[config.mk]
export PLATFORM = sky130hd
export DESIGN_NAME = modred_64_flat
export DESIGN_NICKNAME = d
export VERILOG_FILES = /design/src/rtl/rsa_pkg.sv /design/src/rtl/modred_64_if.sv /design/src/rtl/modred_step.sv /design/src/rtl/modred_64.sv /design/src/flat_wrapper.sv
export SDC_FILE = /design/constraint.sdc
export NUM_CORES = 1
export LEC_CHECK = 0
export ABC_AREA = 1
export CAP_MARGIN = 15
export CORE_ASPECT_RATIO = 1.5
export CORE_UTILIZATION = 55
export DETAILED_ROUTE_END_ITERATION = 8
export PLACE_DENSITY = 0.8
export SYNTH_ARGS = -nofsm -noshare
export SYNTH_HDL_FRONTEND = slang
export SYNTH_SLANG_ARGS = --single-unit
[constraint.sdc]
create_clock -name clk -period 2.8 [get_ports clk]
set_clock_uncertainty 0.1 [all_clocks]
set_input_delay 0.56 -clock clk [delete_from_list [all_inputs] [get_ports clk]]
set_output_delay 0.56 -clock clk [all_outputs]
set_load 0.03 [all_outputs]
[src/rtl/rsa_pkg.sv]
// rsa_pkg
//   Shared constants and types for the RSA arithmetic units.
//   W       : modulus / residue width
//   DW      : dividend width (2*W)
//   CNT_W   : iteration counter width, $clog2(2*W)
//   modred_state_t : reduction FSM states (IDLE, RUN, DONE)
package rsa_pkg;

    localparam int W     = 64;
    localparam int DW    = 2 * W;
    localparam int CNT_W = $clog2(DW);

    typedef enum logic [1:0] {
        IDLE = 2'd0,
        RUN  = 2'd1,
        DONE = 2'd2
    } modred_state_t;

endpackage : rsa_pkg

[src/rtl/modred_64_if.sv]
// modred_64_if
//   Request/response bundle of the modular-reduction stage.
//   start    : single-cycle request (master -> slave)
//   dividend : 2W-bit value to reduce (master -> slave)
//   modulus  : W-bit modulus N (master -> slave)
//   result   : W-bit residue, valid while ready_n=0 (slave -> master)
//   ready_n  : active-low result-valid (slave -> master)
//   busy     : high while iterating (slave -> master)
//   err      : zero-modulus flag, valid with ready_n=0 (slave -> master)
//   quotient : 2W-bit quotient, only when MODRED_QUOT_EN is defined
interface modred_64_if;
    import rsa_pkg::*;

    logic          start;
    logic [DW-1:0] dividend;
    logic [W-1:0]  modulus;
    logic [W-1:0]  result;
    logic          ready_n;
    logic          busy;
    logic          err;
`ifdef MODRED_QUOT_EN
    logic [DW-1:0] quotient;

    modport master (output start, dividend, modulus,
                    input  result, ready_n, busy, err, quotient);
    modport slave  (input  start, dividend, modulus,
                    output result, ready_n, busy, err, quotient);
`else
    modport master (output start, dividend, modulus,
                    input  result, ready_n, busy, err);
    modport slave  (input  start, dividend, modulus,
                    output result, ready_n, busy, err);
`endif

endinterface : modred_64_if

[src/rtl/modred_step.sv]
// modred_step
//   One restoring-division step, purely combinational.
//   t        : (W+1)-bit partial remainder after shifting in the next dividend bit
//   n        : W-bit modulus
//   rem_next : t - n when t >= n, otherwise t (always < n, so W bits suffice)
//   q_bit    : 1 when the subtraction was taken
module modred_step
    import rsa_pkg::*;
(
    input  logic [W:0]   t,
    input  logic [W-1:0] n,
    output logic [W-1:0] rem_next,
    output logic         q_bit
);

    logic [W-1:0] diff_s;

    // The compare must see t[W]; the subtraction result is known to fit in
    // W bits whenever it is selected, so a W-bit wrap-around subtract is exact.
    assign diff_s = t[W-1:0] - n;

    // Select subtracted or restored remainder.
    always_comb begin
        rem_next = t[W-1:0];
        q_bit    = 1'b0;
        if (t >= {1'b0, n}) begin
            rem_next = diff_s;
            q_bit    = 1'b1;
        end else begin
            rem_next = t[W-1:0];
            q_bit    = 1'b0;
        end
    end

endmodule : modred_step

[src/rtl/modred_64.sv]
// modred_64
//   Multi-cycle modular reduction R = D mod N (D is 2W bits, N is W bits),
//   restoring shift/compare/subtract, one dividend bit per clock.
//   Latency is 2W clocks from the accepting edge; a zero modulus completes
//   on the accepting edge itself with err=1.
//   Ports:
//     clk : rising-edge clock
//     rst : synchronous active-high reset, highest priority
//     bus : modred_64_if.slave (start, dividend, modulus, result, ready_n,
//           busy, err, and quotient when enabled)
//   Optional feature: define MODRED_QUOT_EN to add the 2W-bit quotient output.
module modred_64
    import rsa_pkg::*;
(
    input  logic        clk,
    input  logic        rst,
    modred_64_if.slave  bus
);

    modred_state_t  state_r, state_nxt_s;
    logic [W-1:0]   rem_r, rem_nxt_s;
    logic [DW-1:0]  shreg_r, shreg_nxt_s;
    logic [W-1:0]   n_r, n_nxt_s;
    logic [CNT_W-1:0] cnt_r, cnt_nxt_s;
    logic [W-1:0]   result_r, result_nxt_s;
    logic           ready_n_r, ready_n_nxt_s;
    logic           busy_r, busy_nxt_s;
    logic           err_r, err_nxt_s;
`ifdef MODRED_QUOT_EN
    logic [DW-1:0]  quot_r, quot_nxt_s;
`endif

    logic [W:0]     t_s;
    logic [W-1:0]   step_rem_s;
    logic           q_bit_s;

    // Partial remainder with the next dividend bit appended, kept at W+1 bits.
    assign t_s = {rem_r, shreg_r[DW-1]};

    modred_step u_step (
        .t        (t_s),
        .n        (n_r),
        .rem_next (step_rem_s),
        .q_bit    (q_bit_s)
    );

`ifndef MODRED_QUOT_EN
    logic unused_q_bit_s;
    assign unused_q_bit_s = q_bit_s;
`endif

    // Next-state and next-output logic for the reduction FSM.
    always_comb begin
        state_nxt_s   = state_r;
        rem_nxt_s     = rem_r;
        shreg_nxt_s   = shreg_r;
        n_nxt_s       = n_r;
        cnt_nxt_s     = cnt_r;
        result_nxt_s  = result_r;
        ready_n_nxt_s = ready_n_r;
        busy_nxt_s    = busy_r;
        err_nxt_s     = err_r;
`ifdef MODRED_QUOT_EN
        quot_nxt_s    = quot_r;
`endif
        case (state_r)
            IDLE, DONE: begin
                if (bus.start) begin
                    shreg_nxt_s = bus.dividend;
                    n_nxt_s     = bus.modulus;
                    rem_nxt_s   = {W{1'b0}};
                    cnt_nxt_s   = {CNT_W{1'b1}};
                    result_nxt_s = {W{1'b0}};
`ifdef MODRED_QUOT_EN
                    quot_nxt_s  = {DW{1'b0}};
`endif
                    if (bus.modulus == {W{1'b0}}) begin
                        state_nxt_s   = DONE;
                        err_nxt_s     = 1'b1;
                        ready_n_nxt_s = 1'b0;
                        busy_nxt_s    = 1'b0;
                    end else begin
                        state_nxt_s   = RUN;
                        err_nxt_s     = 1'b0;
                        ready_n_nxt_s = 1'b1;
                        busy_nxt_s    = 1'b1;
                    end
                end else begin
                    state_nxt_s = state_r;
                end
            end
            RUN: begin
                // start is deliberately not looked at here.
                rem_nxt_s   = step_rem_s;
                shreg_nxt_s = {shreg_r[DW-2:0], 1'b0};
                cnt_nxt_s   = cnt_r - {{(CNT_W-1){1'b0}}, 1'b1};
`ifdef MODRED_QUOT_EN
                quot_nxt_s  = {quot_r[DW-2:0], q_bit_s};
`endif
                if (cnt_r == {CNT_W{1'b0}}) begin
                    state_nxt_s   = DONE;
                    result_nxt_s  = step_rem_s;
                    ready_n_nxt_s = 1'b0;
                    busy_nxt_s    = 1'b0;
                end else begin
                    state_nxt_s = RUN;
                end
            end
            default: begin
                state_nxt_s   = IDLE;
                result_nxt_s  = {W{1'b0}};
                ready_n_nxt_s = 1'b1;
                busy_nxt_s    = 1'b0;
                err_nxt_s     = 1'b0;
            end
        endcase
    end

    // State and datapath registers with synchronous reset.
    always_ff @(posedge clk) begin
        if (rst) begin
            state_r   <= IDLE;
            rem_r     <= {W{1'b0}};
            shreg_r   <= {DW{1'b0}};
            n_r       <= {W{1'b0}};
            cnt_r     <= {CNT_W{1'b0}};
            result_r  <= {W{1'b0}};
            ready_n_r <= 1'b1;
            busy_r    <= 1'b0;
            err_r     <= 1'b0;
`ifdef MODRED_QUOT_EN
            quot_r    <= {DW{1'b0}};
`endif
        end else begin
            state_r   <= state_nxt_s;
            rem_r     <= rem_nxt_s;
            shreg_r   <= shreg_nxt_s;
            n_r       <= n_nxt_s;
            cnt_r     <= cnt_nxt_s;
            result_r  <= result_nxt_s;
            ready_n_r <= ready_n_nxt_s;
            busy_r    <= busy_nxt_s;
            err_r     <= err_nxt_s;
`ifdef MODRED_QUOT_EN
            quot_r    <= quot_nxt_s;
`endif
        end
    end

    assign bus.result  = result_r;
    assign bus.ready_n = ready_n_r;
    assign bus.busy    = busy_r;
    assign bus.err     = err_r;
`ifdef MODRED_QUOT_EN
    assign bus.quotient = quot_r;
`endif

endmodule : modred_64
[src/flat_wrapper.sv]
// flat-port wrapper written by rule: the top's interface ports become plain ports
module modred_64_flat import rsa_pkg::*;
  (clk, rst, bus_start, bus_dividend, bus_modulus, bus_result, bus_ready_n, bus_busy, bus_err);
  modred_64_if bus_i ();
  input  logic clk;
  input  logic rst;
  input wire logic [$bits(bus_i.start)-1:0] bus_start;
  input wire logic [$bits(bus_i.dividend)-1:0] bus_dividend;
  input wire logic [$bits(bus_i.modulus)-1:0] bus_modulus;
  output wire logic [$bits(bus_i.result)-1:0] bus_result;
  output wire logic [$bits(bus_i.ready_n)-1:0] bus_ready_n;
  output wire logic [$bits(bus_i.busy)-1:0] bus_busy;
  output wire logic [$bits(bus_i.err)-1:0] bus_err;
  assign bus_i.start = bus_start;
  assign bus_i.dividend = bus_dividend;
  assign bus_i.modulus = bus_modulus;
  assign bus_result = bus_i.result;
  assign bus_ready_n = bus_i.ready_n;
  assign bus_busy = bus_i.busy;
  assign bus_err = bus_i.err;
  modred_64 u_core (.clk(clk), .rst(rst), .bus(bus_i));
endmodule
======== After elaboration in Yosys (flattened, before gate mapping) ========
Cells that the tools add are included.
Widths: inputs -> output; s select.
word-level totals
  flip-flop bits (word level) ............. 332
  input port bits ......................... 195
  output and inout bits ................... 67
  logic and storage cells ................. 47
operators by class
  add/sub/neg operators ................... 2
  magnitude comparators ................... 1
  equality and inequality tests ........... 4
  mux-type cells .......................... 21
  bitwise logic cells ..................... 1
  reductions and logical operators ........ 9
operators with widths
  cell                 count
  $pmux 128 s2         1
  $pmux 64 s2          2
  $mux 64              3
  $mux 128             1
  $ge 65x64->1         1
  $logic_not 64->1     1
  $sub 64x64->64       1
  $pmux 7 s2           1
  $reduce_and 2->1     4
  $logic_not 7->1      1
  $mux 7               1
  $sub 7x1->7 const B  1
  $mux 2               3
  $pmux 1 s2           3
  $mux 1               5
  $pmux 2 s2           1
  $eq 2x1->1 const B   1
  $eq 2x2->1 const B   1
  $logic_not 2->1      1
  $ne 2x1->1 const B   1
  $ne 2x2->1 const B   1
  $reduce_bool 2->1    1
  $reduce_or 2->1      1
  $not 1->1            1

======== Longest topological paths before layout ========
Gate-level depths: netlist of run 1.
  depth after elaboration ................. 4
  gate-level depth with buffers ........... 20
  mapped depth without buffers ............ 18

======== Hierarchy ========
Synthesis of run 1 repeated with hierarchy kept, for this count alone.
unflattened totals
  cells, all modules ...................... 3182
  area, all modules ....................... 19892.8 µm²
by module, submodules not included
  module       times used  cells an instance  area an instance (µm²)  sequential area each (µm²)
  modred_64    1           1606               12657.1                 6646.4
  modred_step  1           1576               7235.7                  0.0

======== Worst setup path before layout of run 1 ========
Ideal clock, no wire load.
  kind .................................... reg2reg
  from .................................... reg u_core.n_r[48]
  to ...................................... reg u_core.rem_r[57]
  library setup time ...................... 0.132 ns
  data arrival time ....................... 2.024 ns
  data required time ...................... 2.568 ns
  setup slack ............................. 0.544 ns
  stages on the path, launching flop included .. 17
  path buffers ............................ 2
  period minus slack after synthesis ...... 2.256 ns
  path through ............................ dfxtp_1 > inv_1 > ha_1 > a21oi_1 > nand2_1 > a21oi_1 > nand2_1 > nand2_1 > nand2_1 > nor2_1 > buf_6 > buf_6 > nand3_2 > nand2_1 > clkinv_1 > nand2_1 > a21oi_1
on the way
  cells in the longest elaborated chain, start to end .. 3
  elaborated cells on any way between the ends .. 4
  classes of those cells .................. add/sub: 1; order compare: 1; mux: 2
RTL lines
  element                                         line                                  source
  start, declared                                 modred_64.sv:23                       logic [W-1:0] n_r, n_nxt_s;
  start signal, assigned                          modred_64.sv:125                      n_r <= {W{1'b0}};
  start signal, assigned                          modred_64.sv:138                      n_r <= n_nxt_s;
  $sub 64x64->64 or $ge 65x64->1 (tied branches)  modred_step.sv:20, modred_step.sv:26
  $mux 64 *                                       modred_step.sv:26                     if (t >= {1'b0, n}) begin
  $pmux 64 s2 *                                   modred_64.sv:66                       case (state_r)
  end signal, assigned                            modred_64.sv:123                      rem_r <= {W{1'b0}};
  end signal, assigned                            modred_64.sv:136                      rem_r <= rem_nxt_s;
  end, declared                                   modred_64.sv:21                       logic [W-1:0] rem_r, rem_nxt_s;
Mark *: on every way between the ends. The rest lies on a longest branch, timed or not.
A chain may end at the register's enable or synchronous reset.

======== Worst setup path in the final report of run 1 ========
  from .................................... reg u_core.n_r[42]
  to ...................................... reg u_core.rem_r[43]
The elaborated chain is that of the path after synthesis.

==> results of run 1 <==
-- flip-flops by register name, summed over array words and instances (netlist names) --
name	flops
u_core.n_r	64
u_core.shreg_r	128
u_core.cnt_r	7
u_core.bus.ready_n	1
u_core.bus.err	1
u_core.state_r	2
u_core.rem_r	64
u_core.bus.result	64
u_core.bus.busy	1
-- worst paths after layout --
check	from	to	slack, ns	cells past startpoint
worst max-delay path	u_core.n_r[42]	u_core.rem_r[43]	0.06	16
worst max register to register	u_core.n_r[42]	u_core.rem_r[43]	0.06	16
worst min-delay path	rst	u_core.bus.result[63]	0.35	4
worst min register to register	u_core.n_r[34]	u_core.n_r[34]	0.37	2
-- worst max-delay path: stages, from the launching register on --
cell and delay, ns:
dfxtp_1 0.31, inv_1 0.06, ha_1 0.34, nand2_1 0.16
buf_4 0.17, nor2_1 0.18, inv_1 0.15, nor2_4 0.15
nand2_1 0.13, nor3_1 0.15, nand2_1 0.10, nand3_1 0.08
nand2_1 0.05, nand2_1 0.18, nand2_1 0.09, nand3_1 0.11
a21oi_1 0.08
-- per-stage QoR --
stage / TNS (ns) / utilization
after floorplan: 0 / -
after global placement: -4.25 / 0.661
after detailed placement: -7.94 / 0.661
after CTS: -0.0342 / 0.692
after global routing: -0.199 / 0.707
final: 0 / 0.707
-- cells in the final DEF, fill, tap and decap left out, drive strengths merged, types with 2 or more instances in the layout --
| cell | count |
|---|---|
| a211oi | 2 |
| a21o | 2 |
| a21oi | 375 |
| a31oi | 4 |
| buf | 121 |
| bufinv | 3 |
| clkbuf | 43 |
| clkdlybuf4s50 | 260 |
| clkinv | 15 |
| dfxtp | 332 |
| ha | 65 |
| inv | 405 |
| nand2 | 721 |
| nand3 | 128 |
| nand3b | 61 |
| nand4 | 23 |
| nor2 | 127 |
| nor3 | 13 |
| nor4 | 21 |
| o21ai | 274 |
| o21bai | 9 |
| o22ai | 127 |
| or2 | 3 |
| xnor2 | 28 |
| xor2 | 3 |
-- cell families (layout without fill, tap and decap cells) --
| logic type | count (synthesis) | in the layout |
|---|---|---|
| simple gates | 1100 | 1100 |
| compound gates | 798 | 798 |
| buf+inv | 565 | 847 |
| flops | 332 | 332 |
| fa+ha+maj | 66 | 66 |
| xor+xnor | 31 | 31 |
-- metal layers --
layer / wire length (um) / global-route usage / vias to the layer above
li1: - / - / 10000
met1: 24600 / 0.387 / 9511
met2: 34200 / 0.687 / 694
met3: 3690 / 0.0500 / 165
met4: 3570 / 0.179 / 0
met5: 0 / 0 / -
-- repair_timing --
| action | 4_1_cts | 5_1_grt |
|---|---|---|
| endpoints found under the setup margin | 127 | 128 |
| pin swaps | 2 | 9 |
| cloned | 0 | 0 |
| gates resized for setup | 11 | 92 |
| buffers inserted | 0 | 8 |
-- cell type report --
class	instances	area, um^2
multi-input combinational	1995	10600
fill	2840	9970
sequential	332	6650
timing repair buffer	381	3710
inverter	412	1560
clock buffer	43	901
tap	425	532
clock inverter	11	141
-- power by group --
| part | internal [mW] | switching (mW) |
|---|---|---|
| combinational | 2.92 | 4.78 |
| clock | 2.51 | 1.88 |
| sequential | 5.24 | 0.305 |
==> out/qor.yml, run 1 <==
drive_gt1_frac: 0.0970
path_clk_slew_ns: 0.07
first_pass_iters: 8
die_x_um: 154
antenna_cells: 0
grt_pass1_vias: 20000
netlist_top_cells_count: "709 x nand2_1, 396 x inv_1, 375 x a21oi_1, 332 x dfxtp_1, 274 x o21ai_0"
clockBufferDepth: 3
area_delta_synth_final_pct: 27.0
ys_types: 41
finalSetupViolations: 0
synth_simple_gate_area_frac: 0.253
critPathCaptureType: "register"
synth_compound_area_frac: 0.222
yosysTopAreaCellShare: 0.350
synth_edf_count: 0
start_kind: "register"
clock_latency_ns: 0.60
synthArstFlopShare: 0
synth_nets: 3153
synth_top_family_by_area: "simple AND/OR/NAND/NOR gates"
slew_headroom: 0.350
syn_area_um2: 19000
dp_hpwl_um: 48900
cts_root_buf: "clkbuf_16"
synth_ff_type: "dfxtp_1"
powerDensity_nw_per_um2: 732
ctsHoldBuffers: 0
vdd_drop_max_v: 0.000612
final_area_um2: 24100
pre_cts_ws_ns: -0.166
grt_max_degree: 113
die-height_um: 230
drt_iter0_drc: 1453
worst_hold_slack_ns: 0.352
cts_sinks: 332
power_mw: 17.6
grt_overflow: 0
ys_seq_elements: 332
finalMaxSlewViolations: 0
ys_top_cells_by_area: "dfxtp_1 35%, nand2_1 14%, a21oi_1 9.9%"
finalCritPeriodShare: 0.978
dp_cells: 3538
leakage_nw: 10.9
critPathMaxFanout: 4
die_area_um2: 35300
placed_area_um2: 22500
synth-adder-area-share: 0.0439
place_congestion: 0.974
fin_nets: 3414
portBuffers: 261
hold_viol_final: 0
drc: 0
layout_setup_ws_ns: 0.0615
vias: 20400
synth_area_per_cell_um2: 6.56
ys_seq_area_frac: 0.350
tightestPinTransition_ns: 0.975
yosysMostFrequentCell: "nand2_1"
netlist.top_cell.by_area: "dfxtp_1"
synthCells: 2892
period_minus_slack_ns: 2.74
fin_cells: 3599
path_class: "register to register"
core_area_um2: 34100
status: "complete, no violations"
synth_mux_area_frac: 0
wl_per_cell_um: 18.4
yosysWarnings: 0
routed_wl_um: 66000
fmax_mhz: 365
antenna_found_initial: 0
rows: 83
numCtsBuffers: 31
synthXorXnorAreaFrac: 0.0143
grt_pass1_wl_um: 102000
critPathArrivalTime_ns: 3.06
ios: 262
ant_nets: 0
grt.total_usage: 0.362
required_ns: 3.13
cts_tree: "yes"
drv_cap: 0
hold_class: "input pin to register"
initial_core_util: 0.557
vias_per_cell: 5.66
h-tree-depth: 1
Power figures use the tool's default switching activity.
==> run 2: changes to the inputs <==
--- a/config.mk
+++ b/config.mk
@@ -11,6 +11,7 @@
 export CORE_UTILIZATION = 55
 export DETAILED_ROUTE_END_ITERATION = 8
 export PLACE_DENSITY = 0.8
+export SETUP_SLACK_MARGIN = 0.3
 export SYNTH_ARGS = -nofsm -noshare
 export SYNTH_HDL_FRONTEND = slang
 export SYNTH_SLANG_ARGS = --single-unit
==> constraint.sdc (replaced) <==
create_clock -name clk -period 2.8 [get_ports clk]
set_clock_uncertainty 0.1 [all_clocks]
set_input_delay 0.56 -clock clk [delete_from_list [all_inputs] [get_ports clk]]
set_output_delay 0.56 -clock clk [all_outputs]
set_load 0.05 [all_outputs]
==> run 2 against run 1 <==
Flip-flop and latch count unchanged; total power rose by 9.3%; first-iteration DRC count up 15%; cell count is 1.5% higher; final area up 8.1%; global-route usage grew 1.6 points; sequential share of layout area fell by 1.8 points; die area unchanged; register-to-register slack better by 0.11 ns; critical endpoint is now u_core.rem_r[62].
==> out/qor.yml, run 2 (same netlist as run 1, synthesis figures left out) <==
r2r-end: "u_core.rem_r[62]"
grt_max_degree: 113  # unchanged
drt_iter0_drc: 1667  # +15%
dp_hpwl_um: 48900  # unchanged
place_congestion: 0.974  # unchanged
antenna_found_initial: 0  # unchanged
path_delay_family: "simple AND/OR/NAND/NOR gates"
reg2reg_from: "u_core.n_r[4]"
clock_latency_ns: 0.59  # about the same
whs_endpoint: "u_core.bus.result[30]"
core_area_um2: 34100  # unchanged
ios: 262  # unchanged
path_clk_slew_ns: 0.07  # about the same
multi_input_area_um2: 11900  # +13%
fin_cells: 3654  # +1.5%
placed_area_um2: 22500  # unchanged
die_x_um: 154  # unchanged
required_ns: 3.12  # about the same
rsz0062_at_grt: "true"
final_area_um2: 26000  # +8.1%
regArea_um2: 6720  # +1.1%
status: "complete, no violations"
fin_util: 0.765  # +0.0573
wl_per_cell_um: 19.4  # +5.9%
ctsHoldBuffers: 0  # unchanged
cp_slowest_cell: "ha_4"
finalCritPeriodShare: 0.939  # -0.0386
grt_pass1_vias: 21000  # +4.9%
mostFrequentLayoutCells: "596 x nand2_1, 346 x inv_1, 334 x a21oi_1"
rrSetupSlack_ns: 0.17  # +0.11 ns
first_pass_iters: 6  # -2
initial_core_util: 0.557  # unchanged
cpMostUsedCell: "nor2_4"
numCtsBuffers: 31  # unchanged
clockBufferDepth: 3  # unchanged
grt_pass1_wl_um: 107000  # +4.7%
worst_hold_slack_ns: 0.366  # +0.0134 ns
hp-start: "rst"
crit_path_cell_trace: "inv_1 -> ha_4 -> nand2_1 -> nor2_4 -> nand4_1 -> nor2_4 -> nand2_2 -> nor2_4 -> nor2_4 -> nand2_8 -> buf_12 -> buf_6 -> nand3_1 -> nand2_1 -> a21oi_1"
h-tree-depth: 1  # unchanged
rr_worst_depth: 15  # -1
dp_cells: 3538  # unchanged
grt_overflow: 0  # unchanged
period_minus_slack_ns: 2.63  # -0.108 ns
cts_root_buf: "clkbuf_16"
largest_reg_flops: 128  # unchanged
fillers: 2538  # -11%
cts_sinks: 332  # unchanged
vias: 21300  # +4.5%
ant_nets: 0  # unchanged
final_common_cell: "nand2_1"
fin_nets: 3469  # +1.6%
start_kind: "register"
die-height_um: 230  # unchanged
antenna_cells: 0  # unchanged
grt.total_usage: 0.378  # +0.0164
finalSetupViolations: 0  # unchanged
tightestPinTransition_ns: 1.00  # +0.0282 ns
powerDensity_nw_per_um2: 740  # +1.1%
rows: 83  # unchanged
hold_class: "input pin to register"
cp_slowest_stage_delay_ns: 0.33  # about the same
worstPathBufferInverterCount: 3  # unchanged
vdd_drop_max_v: 0.000617  # +0.76%
critPathCaptureType: "register"
drc: 0  # unchanged
portBuffers: 261  # unchanged
critPathMaxFanout: 8  # +4
drive_gt1_frac: 0.210  # +0.113
pre_cts_ws_ns: -0.166  # unchanged
finalMaxSlewViolations: 0  # unchanged
min_delay_path_depth: 4  # unchanged
fmax_mhz: 380  # +4.1%
area_delta_synth_final_pct: 37.3
critPathArrivalTime_ns: 2.95  # -0.11 ns
cts_tree: "yes"
die_area_um2: 35300  # unchanged
routed_wl_um: 71000  # +7.5%
max_flop_register: "u_core.shreg_r"
hold_viol_final: 0  # unchanged
drv_cap: 0  # unchanged
slew_headroom: 0.331  # -0.0188
vias_per_cell: 5.83  # +2.9%
path_class: "register to register"
leakage_nw: 11.3  # +4.3%
layout_setup_ws_ns: 0.170  # +0.108 ns
==> run 2: cell count changes in the layout (fill, tap and decap cells not counted), sizes merged <==
| cell | delta |
|---|---|
| buf | +55 |
| dlygate4sd2 | +2 |
| clkdlybuf4s50 | -2 |
==> run 2: timing repair <==
action,in CTS,in global routing
setup endpoints to repair,130,128
setup buffers,31,30
pin swaps,53,92
gates cloned,1,0
gates resized for setup,219,288
==> run 2: worst max-delay path by stage <==
stage	start	endpoint	depth (start not counted)
floorplan	u_core.n_r[48]	u_core.rem_r[57]	16
global placement	u_core.n_r[8]	u_core.rem_r[59]	17
detailed placement	u_core.n_r[11]	u_core.rem_r[4]	16
CTS	u_core.n_r[9]	u_core.rem_r[44]	17
global route	u_core.n_r[16]	u_core.rem_r[62]	19
finish	u_core.n_r[4]	u_core.rem_r[62]	15
==> run 2: per-stage QoR <==
stage | power, mW | TNS (ns)
after floorplan | 10.3 | 0
after global placement | 12.8 | -4.25
after detailed placement | 13.0 | -7.94
after CTS | 18.2 | 0
after global routing | 20.2 | -0.0381
final | 19.3 | 0
==> run 2: tightest hold or removal path, delay by kind of cell <==
family,cells,cell delay (ns)
buffers and inverters,2,0.27
AOI/OAI and AO/OA,2,0.16
==> run 2: metal layers <==
layer | up-vias | global-route usage | wire [um]
met2 | 902 | 0.709 | 36700
met1 | 9966 | 0.395 | 25500
met4 | 0 | 0.221 | 4550
met3 | 268 | 0.0581 | 4220
met5 | - | 0 | 0
li1 | 10200 | - | -
==> run 2: area by class of cell <==
type                    count  share of cell area
multi-input cells        1995               0.459
clock buffers              43              0.0346
well taps                 425              0.0204
repair buffers            436               0.163
clock inverters            11             0.00543
flip-flops and latches    332               0.258
inverters                 412              0.0601
==> run 2: report_power, final <==
group / total, mW / internal, mW / switching [mW]
clock network: 4.38 / 2.51 / 1.87
logic: 9.27 / 3.64 / 5.63
registers: 5.61 / 5.26 / 0.353
total: 19.3 / 11.4 / 7.85
